===== config.mk =====
export PLATFORM = sky130hd
export DESIGN_NAME = if_fetch_stage_flat
export DESIGN_NICKNAME = d
export VERILOG_FILES = /design/src/rtl/if_fetch_stage_pkg.sv /design/src/rtl/if_fetch_stage_if.sv /design/src/rtl/if_fetch_stage.sv /design/src/flat_wrapper.sv
export SDC_FILE = /design/constraint.sdc
export NUM_CORES = 1
export LEC_CHECK = 0
export ABC_AREA = 1
export ABC_CLOCK_PERIOD_IN_PS = 2500
export BUFFER_PORTS_ARGS = -buffer_cell sky130_fd_sc_hd__buf_2
export CORE_MARGIN = 4
export CORE_UTILIZATION = 45
export DETAILED_ROUTE_END_ITERATION = 8
export PLACE_DENSITY_LB_ADDON = 0.25
export REMOVE_ABC_BUFFERS = 1
export SLEW_MARGIN = 10
export SYNTH_ARGS = -nofsm -noshare
export SYNTH_HDL_FRONTEND = slang
export SYNTH_SLANG_ARGS = --single-unit

===== constraint.sdc =====
create_clock -name clk -period 2.5 [get_ports clk]
set_input_delay 0.25 -clock clk [delete_from_list [all_inputs] [get_ports clk]]
set_output_delay 0.25 -clock clk [all_outputs]
set_load 0.02 [all_outputs]

===== src/rtl/if_fetch_stage_pkg.sv =====
// cpu_pkg: shared fetch-stage constants, stall/flush bit positions and the
// fetch FSM state type.
package cpu_pkg;

    localparam logic [31:0] NOP_INST     = 32'h0000_0013;  // addi x0, x0, 0
    localparam int          SF_STALL_BIT = 0;
    localparam int          SF_FLUSH_BIT = 1;
    localparam int          PC_STEP      = 4;

    typedef enum logic [1:0] {
        IDLE,
        FETCH,
        HOLD,
        DRAIN
    } if_state_t;

endpackage


===== src/rtl/if_fetch_stage_if.sv =====
// if_fetch_stage_if: Wishbone classic read-only instruction bus between the
// fetch stage (master) and instruction memory (slave).
interface if_fetch_stage_if #(
    parameter int ADDR_WIDTH = 32,
    parameter int DATA_WIDTH = 32
);

    logic                    wb_cyc_o;
    logic                    wb_stb_o;
    logic                    wb_we_o;
    logic [DATA_WIDTH/8-1:0] wb_sel_o;
    logic [ADDR_WIDTH-1:0]   wb_adr_o;
    logic [DATA_WIDTH-1:0]   wb_dat_i;
    logic                    wb_ack_i;

    modport master (
        output wb_cyc_o, wb_stb_o, wb_we_o, wb_sel_o, wb_adr_o,
        input  wb_dat_i, wb_ack_i
    );

    modport slave (
        input  wb_cyc_o, wb_stb_o, wb_we_o, wb_sel_o, wb_adr_o,
        output wb_dat_i, wb_ack_i
    );

endinterface


===== src/rtl/if_fetch_stage.sv =====
// if_fetch_stage: owns the PC, fetches one instruction per bus cycle over
// Wishbone and hands instruction + PC to the IF/ID register.
// Optional bus timeout: define IF_BUS_TIMEOUT_EN to add the timeout counter
// and the fetch_fault_o port.
module if_fetch_stage
    import cpu_pkg::*;
#(
    parameter int                    ADDR_WIDTH = 32,
    parameter int                    DATA_WIDTH = 32,
    parameter logic [ADDR_WIDTH-1:0] PC_ADDR    = 32'h8000_0000
`ifdef IF_BUS_TIMEOUT_EN
    ,
    parameter int                    TIMEOUT_CYCLES = 16
`endif
) (
    input  logic                  clk,
    input  logic                  reset,
    input  logic [1:0]            pc_stall_and_flush,
    input  logic                  branch_taken,
    input  logic [ADDR_WIDTH-1:0] branch_target,
    if_fetch_stage_if.master      wb,
    output logic [DATA_WIDTH-1:0] inst_o,
    output logic [ADDR_WIDTH-1:0] pc_o,
    output logic                  inst_valid_o,
`ifdef IF_BUS_TIMEOUT_EN
    output logic                  fetch_fault_o,
`endif
    output logic                  im_busy_o
);

    localparam logic [ADDR_WIDTH-1:0] STEP = ADDR_WIDTH'(PC_STEP);
    localparam logic [DATA_WIDTH-1:0] NOP  = DATA_WIDTH'(NOP_INST);

    if_state_t             state;
    logic [ADDR_WIDTH-1:0] pc;
    logic [ADDR_WIDTH-1:0] pc_buf;
    logic [ADDR_WIDTH-1:0] redirect_pc;
    logic [ADDR_WIDTH-1:0] adr_q;
    logic [ADDR_WIDTH-1:0] pc_q;
    logic [DATA_WIDTH-1:0] inst_buf;
    logic [DATA_WIDTH-1:0] inst_q;
    logic                  cyc_q;
    logic                  valid_q;
    logic                  redirect_pend;
    logic                  stall;
    logic                  flush;
    logic                  timeout;
    logic [ADDR_WIDTH-1:0] redirect_next;

    assign stall = pc_stall_and_flush[SF_STALL_BIT];
    assign flush = pc_stall_and_flush[SF_FLUSH_BIT];

    // A redirect arriving in the same cycle as the drain ack is the latest one.
    assign redirect_next = branch_taken ? branch_target : redirect_pc;

    assign im_busy_o   = (state == FETCH) || (state == DRAIN);
    assign wb.wb_cyc_o = cyc_q;
    assign wb.wb_stb_o = cyc_q;
    assign wb.wb_we_o  = 1'b0;
    assign wb.wb_sel_o = '1;
    assign wb.wb_adr_o = adr_q;

    // A flush in the delivery cycle kills the instruction on its way to IF/ID.
    assign inst_valid_o = valid_q & ~flush;
    assign inst_o       = (valid_q & flush) ? NOP : inst_q;
    assign pc_o         = pc_q;

`ifdef IF_BUS_TIMEOUT_EN
    localparam int CW = $clog2(TIMEOUT_CYCLES + 1);

    logic [CW-1:0] tmo_cnt;
    logic          fault_q;

    assign timeout       = im_busy_o && !wb.wb_ack_i && (tmo_cnt == CW'(TIMEOUT_CYCLES - 1));
    assign fetch_fault_o = fault_q;

    // Count unacknowledged bus cycles; restart on ack, timeout or bus idle.
    always_ff @(posedge clk or negedge reset) begin
        if (!reset) begin
            tmo_cnt <= '0;
            fault_q <= 1'b0;
        end else begin
            fault_q <= timeout;
            if (!im_busy_o || wb.wb_ack_i || timeout) tmo_cnt <= '0;
            else                                      tmo_cnt <= tmo_cnt + 1'b1;
        end
    end
`else
    assign timeout = 1'b0;
`endif

    // Fetch FSM: bus handshake, PC update, redirect tracking, delivery register.
    always_ff @(posedge clk or negedge reset) begin
        if (!reset) begin
            state         <= IDLE;
            pc            <= PC_ADDR;
            pc_buf        <= PC_ADDR;
            redirect_pc   <= PC_ADDR;
            redirect_pend <= 1'b0;
            cyc_q         <= 1'b0;
            adr_q         <= PC_ADDR;
            inst_buf      <= NOP;
            inst_q        <= NOP;
            pc_q          <= PC_ADDR;
            valid_q       <= 1'b0;
        end else begin
            // NOTE: non-blocking default makes inst_valid_o a one-cycle pulse; later
            // assignments in the same cycle override it without ordering hazards.
            valid_q <= 1'b0;
            unique case (state)
                IDLE: begin
                    if (branch_taken) begin
                        pc    <= branch_target;
                        adr_q <= branch_target;
                    end else begin
                        adr_q <= pc;
                    end
                    cyc_q <= 1'b1;
                    state <= FETCH;
                end
                FETCH: begin
                    if (timeout) begin
                        cyc_q <= 1'b0;
                        state <= IDLE;
                        if (branch_taken) begin
                            pc <= branch_target;
                        end else begin
                            inst_q  <= NOP;
                            pc_q    <= pc;
                            valid_q <= 1'b1;
                            pc      <= pc + STEP;
                        end
                    end else if (wb.wb_ack_i && !redirect_pend) begin
                        cyc_q <= 1'b0;
                        if (branch_taken) begin
                            // Bus cycle already finished: drop the word, refetch at target.
                            pc    <= branch_target;
                            state <= IDLE;
                        end else begin
                            inst_buf <= wb.wb_dat_i;
                            pc_buf   <= pc;
                            if (stall) begin
                                state <= HOLD;
                            end else begin
                                inst_q  <= wb.wb_dat_i;
                                pc_q    <= pc;
                                valid_q <= 1'b1;
                                pc      <= pc + STEP;
                                state   <= IDLE;
                            end
                        end
                    end else if (branch_taken) begin
                        redirect_pc   <= branch_target;
                        redirect_pend <= 1'b1;
                        state         <= DRAIN;
                    end
                end
                HOLD: begin
                    if (branch_taken) begin
                        pc    <= branch_target;
                        state <= IDLE;
                    end else if (flush) begin
                        state <= IDLE;
                    end else if (!stall) begin
                        inst_q  <= inst_buf;
                        pc_q    <= pc_buf;
                        valid_q <= 1'b1;
                        pc      <= pc + STEP;
                        adr_q   <= pc + STEP;
                        cyc_q   <= 1'b1;
                        state   <= FETCH;
                    end
                end
                DRAIN: begin
                    if (branch_taken) redirect_pc <= branch_target;
                    if (wb.wb_ack_i || timeout) begin
                        // Ack: issue the redirected fetch at once; timeout: idle first.
                        pc            <= redirect_next;
                        adr_q         <= redirect_next;
                        redirect_pend <= 1'b0;
                        cyc_q         <= wb.wb_ack_i;
                        state         <= wb.wb_ack_i ? FETCH : IDLE;
                    end
                end
                default: state <= IDLE;
            endcase
        end
    end

endmodule


===== src/flat_wrapper.sv =====
// flat-port wrapper written by rule: the top's interface ports become plain ports
module if_fetch_stage_flat import cpu_pkg::*;
#(
    parameter int                    ADDR_WIDTH = 32,
    parameter int                    DATA_WIDTH = 32,
    parameter logic [ADDR_WIDTH-1:0] PC_ADDR    = 32'h8000_0000

)
  (clk, reset, pc_stall_and_flush, branch_taken, branch_target, inst_o, pc_o, inst_valid_o, im_busy_o, wb_wb_cyc_o, wb_wb_stb_o, wb_wb_we_o, wb_wb_sel_o, wb_wb_adr_o, wb_wb_dat_i, wb_wb_ack_i);
  if_fetch_stage_if #(.ADDR_WIDTH(ADDR_WIDTH), .DATA_WIDTH(DATA_WIDTH)) wb_i ();
  input  logic clk;
  input  logic reset;
  input  logic [1:0] pc_stall_and_flush;
  input  logic branch_taken;
  input  logic [ADDR_WIDTH-1:0] branch_target;
  output logic [DATA_WIDTH-1:0] inst_o;
  output logic [ADDR_WIDTH-1:0] pc_o;
  output logic inst_valid_o;
  output logic im_busy_o;
  output wire logic [$bits(wb_i.wb_cyc_o)-1:0] wb_wb_cyc_o;
  output wire logic [$bits(wb_i.wb_stb_o)-1:0] wb_wb_stb_o;
  output wire logic [$bits(wb_i.wb_we_o)-1:0] wb_wb_we_o;
  output wire logic [$bits(wb_i.wb_sel_o)-1:0] wb_wb_sel_o;
  output wire logic [$bits(wb_i.wb_adr_o)-1:0] wb_wb_adr_o;
  input wire logic [$bits(wb_i.wb_dat_i)-1:0] wb_wb_dat_i;
  input wire logic [$bits(wb_i.wb_ack_i)-1:0] wb_wb_ack_i;
  assign wb_wb_cyc_o = wb_i.wb_cyc_o;
  assign wb_wb_stb_o = wb_i.wb_stb_o;
  assign wb_wb_we_o = wb_i.wb_we_o;
  assign wb_wb_sel_o = wb_i.wb_sel_o;
  assign wb_wb_adr_o = wb_i.wb_adr_o;
  assign wb_i.wb_dat_i = wb_wb_dat_i;
  assign wb_i.wb_ack_i = wb_wb_ack_i;
  if_fetch_stage #(.ADDR_WIDTH(ADDR_WIDTH), .DATA_WIDTH(DATA_WIDTH), .PC_ADDR(PC_ADDR)) u_core (.clk(clk), .reset(reset), .pc_stall_and_flush(pc_stall_and_flush), .branch_taken(branch_taken), .branch_target(branch_target), .wb(wb_i), .inst_o(inst_o), .pc_o(pc_o), .inst_valid_o(inst_valid_o), .im_busy_o(im_busy_o));
endmodule

**Word level (Yosys, flattened, before mapping)**

Cells that the tools add are included.

- Register bits: 229
- Bits of input ports: 70
- Output and inout bits: 105
- Logic and storage cells: 101

- Add/sub/neg operators: 1
- Equality and inequality tests: 15
- Multiplexer cells: 55
- Bitwise operators: 4
- Reductions and logical operators: 15

Operators by type and width:

| operator | number |
|---|---|
| $mux W32 | 25 |
| $pmux W32 S2 | 3 |
| $pmux W32 S4 | 1 |
| $pmux W32 S3 | 1 |
| $add A32 B3 Y32 const B | 1 |
| $ne A2 B2 Y1 const B | 9 |
| $mux W2 | 8 |
| $mux W1 | 13 |
| $reduce_and A5 Y1 | 2 |
| $reduce_and A3 Y1 | 3 |
| $pmux W2 S4 | 1 |
| $reduce_and A7 Y1 | 1 |
| $ne A3 B3 Y1 const B | 2 |
| $eq A2 B2 Y1 const B | 2 |
| $ne A4 B4 Y1 const B | 1 |
| $pmux W1 S2 | 2 |
| $pmux W1 S4 | 1 |
| $reduce_and A4 Y1 | 1 |
| $reduce_bool A2 Y1 | 2 |
| $reduce_bool A3 Y1 | 1 |
| $and A1 B1 Y1 | 2 |
| $eq A2 B1 Y1 const B | 1 |
| $logic_not A2 Y1 | 1 |
| $not A1 Y1 | 2 |
| 4 further kinds | 4 |

**Longest topological paths before layout**

Gate-level depths: netlist of the first run.

- Depth after elaboration: 5
- Mapped depth: 12
- Mapped depth without buffers: 11

**Least setup slack after synthesis of the first run**

OpenSTA, ideal clock, no wires.

- Kind: register to register
- From: reg u_core.state[0]
- To: reg u_core.pc[6]
- Library setup time: 0.133 ns
- Arrival: 1.619 ns
- Required time: 2.367 ns
- Slack: 0.748 ns
- Stages on the path, launching flop included: 12
- Buffers on the path: 1
- Period minus slack after synthesis: 1.752 ns
- Cells stage by stage: dfrtp_1 > inv_1 > ha_1 > inv_2 > nor2_4 > inv_2 > nor2_1 > nor2_1 > nand2_4 > buf_6 > a21oi_1 > a22oi_2

- Word-level cells in the longest chain between the ends: 3
- Elaborated cells on any way between the ends: 9
- Those cells by class: 6 x eq/ne; 1 x mux; 2 x reduce/logical

RTL lines:

| item | line | source |
|---|---|---|
| from (decl) | if_fetch_stage.sv:34 | `if_state_t state;` |
| from (signal assigned) | if_fetch_stage.sv:182 | `state <= wb.wb_ack_i ? FETCH : IDLE;` |
| $eq A2 B2 Y1 or $eq A2 B1 Y1 (tied branches) | if_fetch_stage.sv:110 | `unique case (state)` |
| $ne A3 B3 Y1 (no source line) or $ne A2 B2 Y1 (tied branches) | -- |  |
| $reduce_and A3 Y1 (no source line) | -- |  |
| to (signal assigned) | if_fetch_stage.sv:113 | `pc <= branch_target;` |
| to (signal assigned) | if_fetch_stage.sv:126 | `pc <= branch_target;` |
| to (signal assigned) | if_fetch_stage.sv:131 | `pc <= pc + STEP;` |
| to (decl) | if_fetch_stage.sv:35 | `logic [ADDR_WIDTH-1:0] pc;` |

Several ways; a longest one is shown, not always the timed one.
A chain may end at the register's enable or synchronous reset.

**Final worst setup path of the first run**

- From: reg u_core.state[1]
- To: reg u_core.pc[4]

Same word-level chain as after synthesis.

==> flow_metrics.py, run 1 <==
metrics = {
    "status": {
        "status": "completed",
    },
    "synth": {
        "synth.mux.area_fraction": 0,
        "seq_area_frac_synth": 0.470,
        "yosys.area_share.simple": 0.247,
        "yosysUniqueCellTypes": 39,
        "synth_seq_cells": 229,
        "synthAdderAreaFrac": 0.00512,
        "yosys_warnings": 0,
        "synth-compound-area-share": 0.184,
        "synthFlopType": "dfrtp_1",
        "synth_area_um2": 12200,
        "yosysMostFrequentCell": "nand2_1",
        "synth_top_cell_by_area": "dfrtp_1",
        "synth.area.top_cells": "dfrtp_1, nand2_1, o21ai_0",
        "synth_edf_count": 0,
        "synth_cells": 1683,
        "synth_top_area_share": 0.447,
        "async_reset_ff_frac": 1.00,
        "synth_xor_area_frac": 0.00358,
        "synth_common_cells": "nand2_1, o21ai_0, dfrtp_1, nor2_1, inv_1",
        "synth_area_per_cell_um2": 7.26,
        "synth_top_family_by_area": "simple AND/OR/NAND/NOR gates",
    },
    "timing": {
        "fin_tns_setup_ns": 0,
        "fin_crit_ns": 2.26,
        "slew_headroom": 0.630,
        "period_share": 0.904,
        "drv_slew": 0,
        "hold_viol_final": 0,
        "fin_skew_ns": 0.0113,
        "timing.fmax_ghz": 0.442,
        "rsz0062_at_grt": "false",
        "timing.hold.ws_ns": 0.0192,
        "worst_pin_slew_ns": 0.555,
        "finalSetupViolations": 0,
    },
    "cts": {
        "cts_made_buffers": 26,
        "path_clk_slew_ns": 0.06,
        "cts_resized": 0,
        "cts-root-buf": "clkbuf_16",
        "holdBufCountCts": 27,
        "cts_tree": "done",
        "post-cts-setup-buffer-count": 0,
        "cts_buffer_depth": 3,
        "clock-sinks": 229,
        "clk_latency_ns": 0.53,
        "htreeDepth": 1,
    },
    "grt": {
        "grt.total_usage": 0.227,
        "grt_pass1_vias": 11100,
        "met3_usage": 0.0376,
        "grt_busiest_layer": "met2",
        "grt_max_degree": 129,
        "met2_usage": 0.361,
        "grt_overflow": 0,
        "grt_use_met1": 0.327,
        "antenna_found_initial": 0,
        "grt_pass1_wl_um": 56900,
    },
    "routing": {
        "drc_errors": 0,
        "firstDrtPassIters": 6,
        "vias": 11400,
        "viasPerCell": 5.20,
        "ant_nets": 0,
        "wl_per_cell_um": 15.8,
        "drt-total-wl_um": 34800,
        "drtIter0Drc": 1017,
    },
    "critical_path": {
        "worstSetupPathType": "flip-flop to flip-flop",
        "crit_arrival_ns": 2.71,
        "critPathLaunchType": "flip-flop",
        "timing.rr.start": "u_core.state[1]$_DFFE_PN0P_",
        "end_kind": "flip-flop",
        "slowest_stage": "dfrtp_1",
        "startpoint": "u_core.state[1]$_DFFE_PN0P_",
        "path_cells": "inv_1, ha_1, inv_2, nor2_4, inv_2, nor2_1, nor2_1, nand2_4, inv_1, o21ai_0, o22ai_1",
        "worst_path_largest_cell_delay_ns": 0.42,
        "required_ns": 2.95,
        "cp_max_fo": 14,
    },
    "layout": {
        "nets": 1913,
        "drive_above_1_share": 0.141,
        "nFillCells": 2561,
        "antenna_cells": 0,
        "areaGrowthSynthToFinish_pct": 18.9,
        "final_area_um2": 14500,
        "final_core_util": 0.542,
    },
    "pwr": {
        "p_int_w": 0.0113,
        "p_sw_frac": 0.446,
        "peakVddDrop_mv": 1.20,
        "p_switching_w": 0.00907,
        "power_frac_seq": 0.328,
        "power_density_nw_per_um2": 1400,
        "combPwrFrac": 0.474,
        "power.leakage_nw": 6.99,
        "power.share.clock": 0.198,
    },
    "flow_run": {
        "drv_cap": 0,
    },
    "floorplan": {
        "io_pins": 175,
        "start_util": 0.456,
        "die_y_um": 173,
        "fp.dieArea_um2": 29800,
        "rows": 60,
        "dieWidth_um": 173,
        "core_um2": 26800,
    },
    "placement": {
        "placed_cell_area_um2": 13400,
        "port-buffer-count": 169,
        "place_congestion": 0.907,
        "dp_hpwl_um": 22700,
    },
    "worst_hold_path": {
        "min_from": "wb_wb_dat_i[30]",
        "hold_path.class": "input pin to flip-flop",
    },
}
[per-stage QoR]
step           worst slack [ns]  total power (W)  instances
6_report                  0.239           0.0203       2199
5_1_grt                  0.0968           0.0220       2199
4_1_cts                   0.274           0.0204       2199
3_5_place_dp              0.284           0.0162       2124
3_3_place_gp              0.345           0.0160       2124
2_1_floorplan             -4.90           0.0128       1586
[flip-flops by register name, indices dropped and copies added, names as in the netlist]
register,cells
u_core.inst_buf,32
u_core.inst_q,32
u_core.pc,32
u_core.pc_buf,32
u_core.pc_o,32
u_core.redirect_pc,32
u_core.redirect_pend,1
u_core.state,2
u_core.valid_q,1
u_core.wb.wb_adr_o,32
u_core.wb.wb_cyc_o,1
[path summary, 6_finish.rpt]
check / cells past startpoint / to / slack [ns]
hold / removal: 3 / u_core.inst_buf[30]$_DFFE_PN0P_ / 0.02
setup reg to reg: 11 / u_core.pc[4]$_DFFE_PN0P_ / 0.24
setup / recovery: 11 / u_core.pc[4]$_DFFE_PN0P_ / 0.24
hold reg to reg: 2 / u_core.inst_buf[19]$_DFFE_PN0P_ / 0.48
max in group asynchronous: 3 / u_core.inst_buf[7]$_DFFE_PN0P_ / 1.40
min in group asynchronous: 2 / u_core.inst_q[31]$_DFFE_PN0P_ / 0.26
[cell usage in the layout, fill, tap and decap left out, types with 5 or more instances in the layout]
master / Yosys / routed
buf_2: 47 / 168
o21ai_0: 228 / 228
o21a_1: 37 / 37
xor2_1: 5 / 5
dfrtp_1: 218 / 218
clkbuf_1: 36 / 10
nor3_1: 22 / 22
inv_2: 6 / 6
buf_12: 0 / 8
clkbuf_16: 0 / 27
nand3_1: 63 / 63
nand2_1: 465 / 465
a21oi_1: 126 / 126
buf_4: 10 / 20
dfstp_2: 11 / 11
nor2_1: 206 / 206
inv_1: 155 / 154
dlygate4sd3_1: 0 / 27
conb_1: 2 / 5
a31oi_1: 6 / 6
[power groups by stage]
stage / combinational [W] / clock [W] / sequential (W)
after floorplan: 0.00568 / 0 / 0.00716
after global placement: 0.00934 / 0 / 0.00663
after detailed placement: 0.00951 / 0 / 0.00671
after CTS: 0.00963 / 0.00410 / 0.00666
after global routing: 0.0108 / 0.00428 / 0.00690
final: 0.00964 / 0.00403 / 0.00668
[logic make-up after synthesis]
group	Yosys count
and+or+nand+nor	765
AOI/OAI and AO/OA	416
buffers and inverters	261
DFF	229
xor gates and xnor gates	5
adders and majority gates	5
other	2
[area by class of cell]
cell class,instances,area (um^2),area share
multi-input cells,1196,5410,0.373
clock inverters,8,145,0.00999
well taps,341,427,0.0294
repair buffers,224,1440,0.0989
clock buffers,40,754,0.0519
inverters,161,606,0.0417
flip-flops and latches,229,5740,0.396
[per-layer routing]
layer	vias up	wire length, um
li1	5698	-
met1	5233	16200
met2	423	15300
met3	77	2430
met4	0	801
met5	-	0
[critical path: cells and delay by family, from the launching register on]
kind	cells	cell delay, ns
adders and majority gates	1	0.42
and+or+nand+nor	4	0.42
buffers and inverters	4	0.65
AOI/OAI and AO/OA	2	0.27
DFF	1	0.42
(Power assumes the default switching activity.)
==> inputs of run 2 (changes only) <==
--- a/config.mk
+++ b/config.mk
@@ -11,8 +11,8 @@
 export CORE_MARGIN = 4
 export CORE_UTILIZATION = 45
 export DETAILED_ROUTE_END_ITERATION = 8
+export GPL_TIMING_DRIVEN = 1
 export PLACE_DENSITY_LB_ADDON = 0.25
-export REMOVE_ABC_BUFFERS = 1
 export SLEW_MARGIN = 10
 export SYNTH_ARGS = -nofsm -noshare
 export SYNTH_HDL_FRONTEND = slang
==> run 2 against run 1 <==
  * Clock power shrank 6.2%
  * Core utilization is 0.58 points lower
  * Wire length up 1.5%
  * Worst hold slack got worse by 0.0069 ns
  * Largest power group unchanged
==> flow_metrics.py, run 2 (synthesized netlist as in run 1, its figures left out) <==
metrics = {
    "status": {
        "status": "completed",
    },
    "cts": {
        "post-cts-setup-buffer-count": 0,
        "cts_buffer_depth": 3,
        "cts-root-buf": "clkbuf_16",
        "clock-sinks": 229,
        "cts_resized": 0,
        "cts_tree": "done",
        "clk_latency_ns": 0.53,
        "holdBufCountCts": 15,
        "cts_made_buffers": 26,
        "path_clk_slew_ns": 0.06,
        "htreeDepth": 1,
    },
    "grt": {
        "grt_pass1_wl_um": 57300,
        "grt_max_degree": 153,
        "grt_pass1_vias": 10700,
        "grt.total_usage": 0.231,
        "grt_overflow": 0,
        "antenna_found_initial": 0,
    },
    "floorplan": {
        "core_um2": 26800,
        "dieWidth_um": 173,
        "die_y_um": 173,
        "start_util": 0.456,
        "io_pins": 175,
        "fp.dieArea_um2": 29800,
        "rows": 60,
    },
    "placement": {
        "dp_hpwl_um": 24300,
        "dp.cells": 2128,
        "placed_cell_area_um2": 13400,
        "place_congestion": 0.967,
        "port-buffer-count": 169,
    },
    "timing": {
        "slew_headroom": 0.583,
        "drv_slew": 0,
        "period_share": 0.860,
        "rsz0062_at_grt": "false",
        "timing.fmax_ghz": 0.465,
        "fin_tns_setup_ns": 0,
        "worst_pin_slew_ns": 0.626,
        "fin_skew_ns": 0.00941,
        "hold_viol_final": 0,
        "finalSetupViolations": 0,
        "fin_crit_ns": 2.15,
    },
    "pwr": {
        "power_frac_seq": 0.333,
        "power.leakage_nw": 6.94,
        "p_switching_w": 0.00904,
        "power_density_nw_per_um2": 1400,
        "combPwrFrac": 0.478,
        "power.share.clock": 0.188,
        "p_int_w": 0.0110,
        "p_sw_frac": 0.451,
        "peakVddDrop_mv": 0.675,
    },
    "flow_run": {
        "drv_cap": 0,
    },
    "layout": {
        "antenna_cells": 0,
        "final_cell_mix": "nand2_1, o21ai_0, dfrtp_1",
        "nets": 1905,
        "areaGrowthSynthToFinish_pct": 17.6,
        "final_area_um2": 14400,
        "stdcell_count": 2189,
        "layout_commonest_cell": "nand2_1",
        "drive_above_1_share": 0.144,
        "nFillCells": 2603,
    },
    "routing": {
        "firstDrtPassIters": 5,
        "drc_errors": 0,
        "wl_per_cell_um": 16.1,
        "viasPerCell": 5.27,
        "ant_nets": 0,
        "vias": 11500,
        "drtIter0Drc": 1030,
        "drt-total-wl_um": 35300,
    },
    "critical_path": {
        "ff2ff_path_depth": 12,
        "crit_arrival_ns": 2.54,
        "critPathLaunchType": "flip-flop",
        "cp_max_fo": 30,
        "worstSetupPathType": "flip-flop to flip-flop",
        "timing.rr.start": "u_core.state[1]$_DFFE_PN0P_",
        "required_ns": 2.89,
        "reg2reg_to": "u_core.pc[16]$_DFFE_PN0P_",
        "rrSetupSlack_ns": 0.35,
        "end_kind": "flip-flop",
    },
    "worst_hold_path": {
        "hold-path-endpoint": "u_core.inst_buf[13]$_DFFE_PN0P_",
        "hold_path.class": "input pin to flip-flop",
        "whs_path_depth": 3,
        "min_from": "wb_wb_dat_i[13]",
    },
}
## run 2: cell types whose count changed in the layout (fill, tap and decap cells not counted)
| cell | delta |
|---|---|
| clkbuf_1 | -2 |
| clkinv_2 | +1 |
| bufinv_16 | -3 |
| clkbuf_8 | +4 |
| buf_12 | -1 |
| buf_4 | +5 |
| clkinvlp_4 | -2 |
| dlygate4sd3_1 | -12 |
## run 2: layout make-up
type	count	area, um^2	share of cell area
sequential	229	5740	0.400
multi-input combinational	1196	5410	0.377
timing repair buffer	216	1330	0.0928
clock buffer	42	802	0.0558
inverter	161	606	0.0421
tap	341	427	0.0297
clock inverter	4	45.0	0.00313
## run 2: worst max path at each step
stage                                      endpoint                         from  cells after the start  slack [ns]
after floorplan            u_core.pc[6]$_DFFE_PN0P_  u_core.state[0]$_DFFE_PN0P_                     11        0.75
after global placement    u_core.pc[16]$_DFFE_PN0P_  u_core.state[1]$_DFFE_PN0P_                     12        0.47
after detailed placement  u_core.pc[16]$_DFFE_PN0P_  u_core.state[1]$_DFFE_PN0P_                     12        0.37
after CTS                 u_core.pc[16]$_DFFE_PN0P_  u_core.state[1]$_DFFE_PN0P_                     12        0.36
after global routing       u_core.pc[4]$_DFFE_PN0P_  u_core.state[1]$_DFFE_PN0P_                     11        0.17
final                     u_core.pc[16]$_DFFE_PN0P_  u_core.state[1]$_DFFE_PN0P_                     12        0.35
## run 2: metrics by stage
stage          power (W)  hold slack, ns  utilization  setup WS, ns
6_report          0.0201          0.0123        0.536         0.350
3_5_place_dp      0.0162           0.285        0.499         0.372
3_3_place_gp      0.0160           0.278        0.499         0.473
4_1_cts           0.0201       0.0000798        0.536         0.355
2_1_floorplan     0.0132         -0.0456            -         0.748
5_1_grt           0.0216          0.0133        0.536         0.171
## run 2: worst max-delay path, stage by stage, from the launching register on
cell and delay, ns:
dfrtp_1 0.40, inv_1 0.10, ha_1 0.48, inv_2 0.09
nor2_4 0.10, inv_2 0.07, nor2_1 0.09, nor2_1 0.07
nand2_4 0.08, buf_4 0.31, a21oi_1 0.07, nand2_1 0.07
o21ai_0 0.08
## run 2: layer usage
metal / up-vias / wire length [um] / track usage
li1: 5670 / - / -
met1: 5357 / 16900 / 0.353
met2: 460 / 15000 / 0.344
met3: 54 / 2650 / 0.0385
met4: 0 / 651 / 0.0535
met5: - / 0 / 0
## run 2: power by group through the flow
stage	clock (W)	sequential, W	combinational [W]
2_1_floorplan	0	0.00713	0.00604
3_3_place_gp	0	0.00666	0.00933
3_5_place_dp	0	0.00672	0.00947
4_1_cts	0.00385	0.00667	0.00956
5_1_grt	0.00403	0.00692	0.0107
6_report	0.00378	0.00668	0.00959
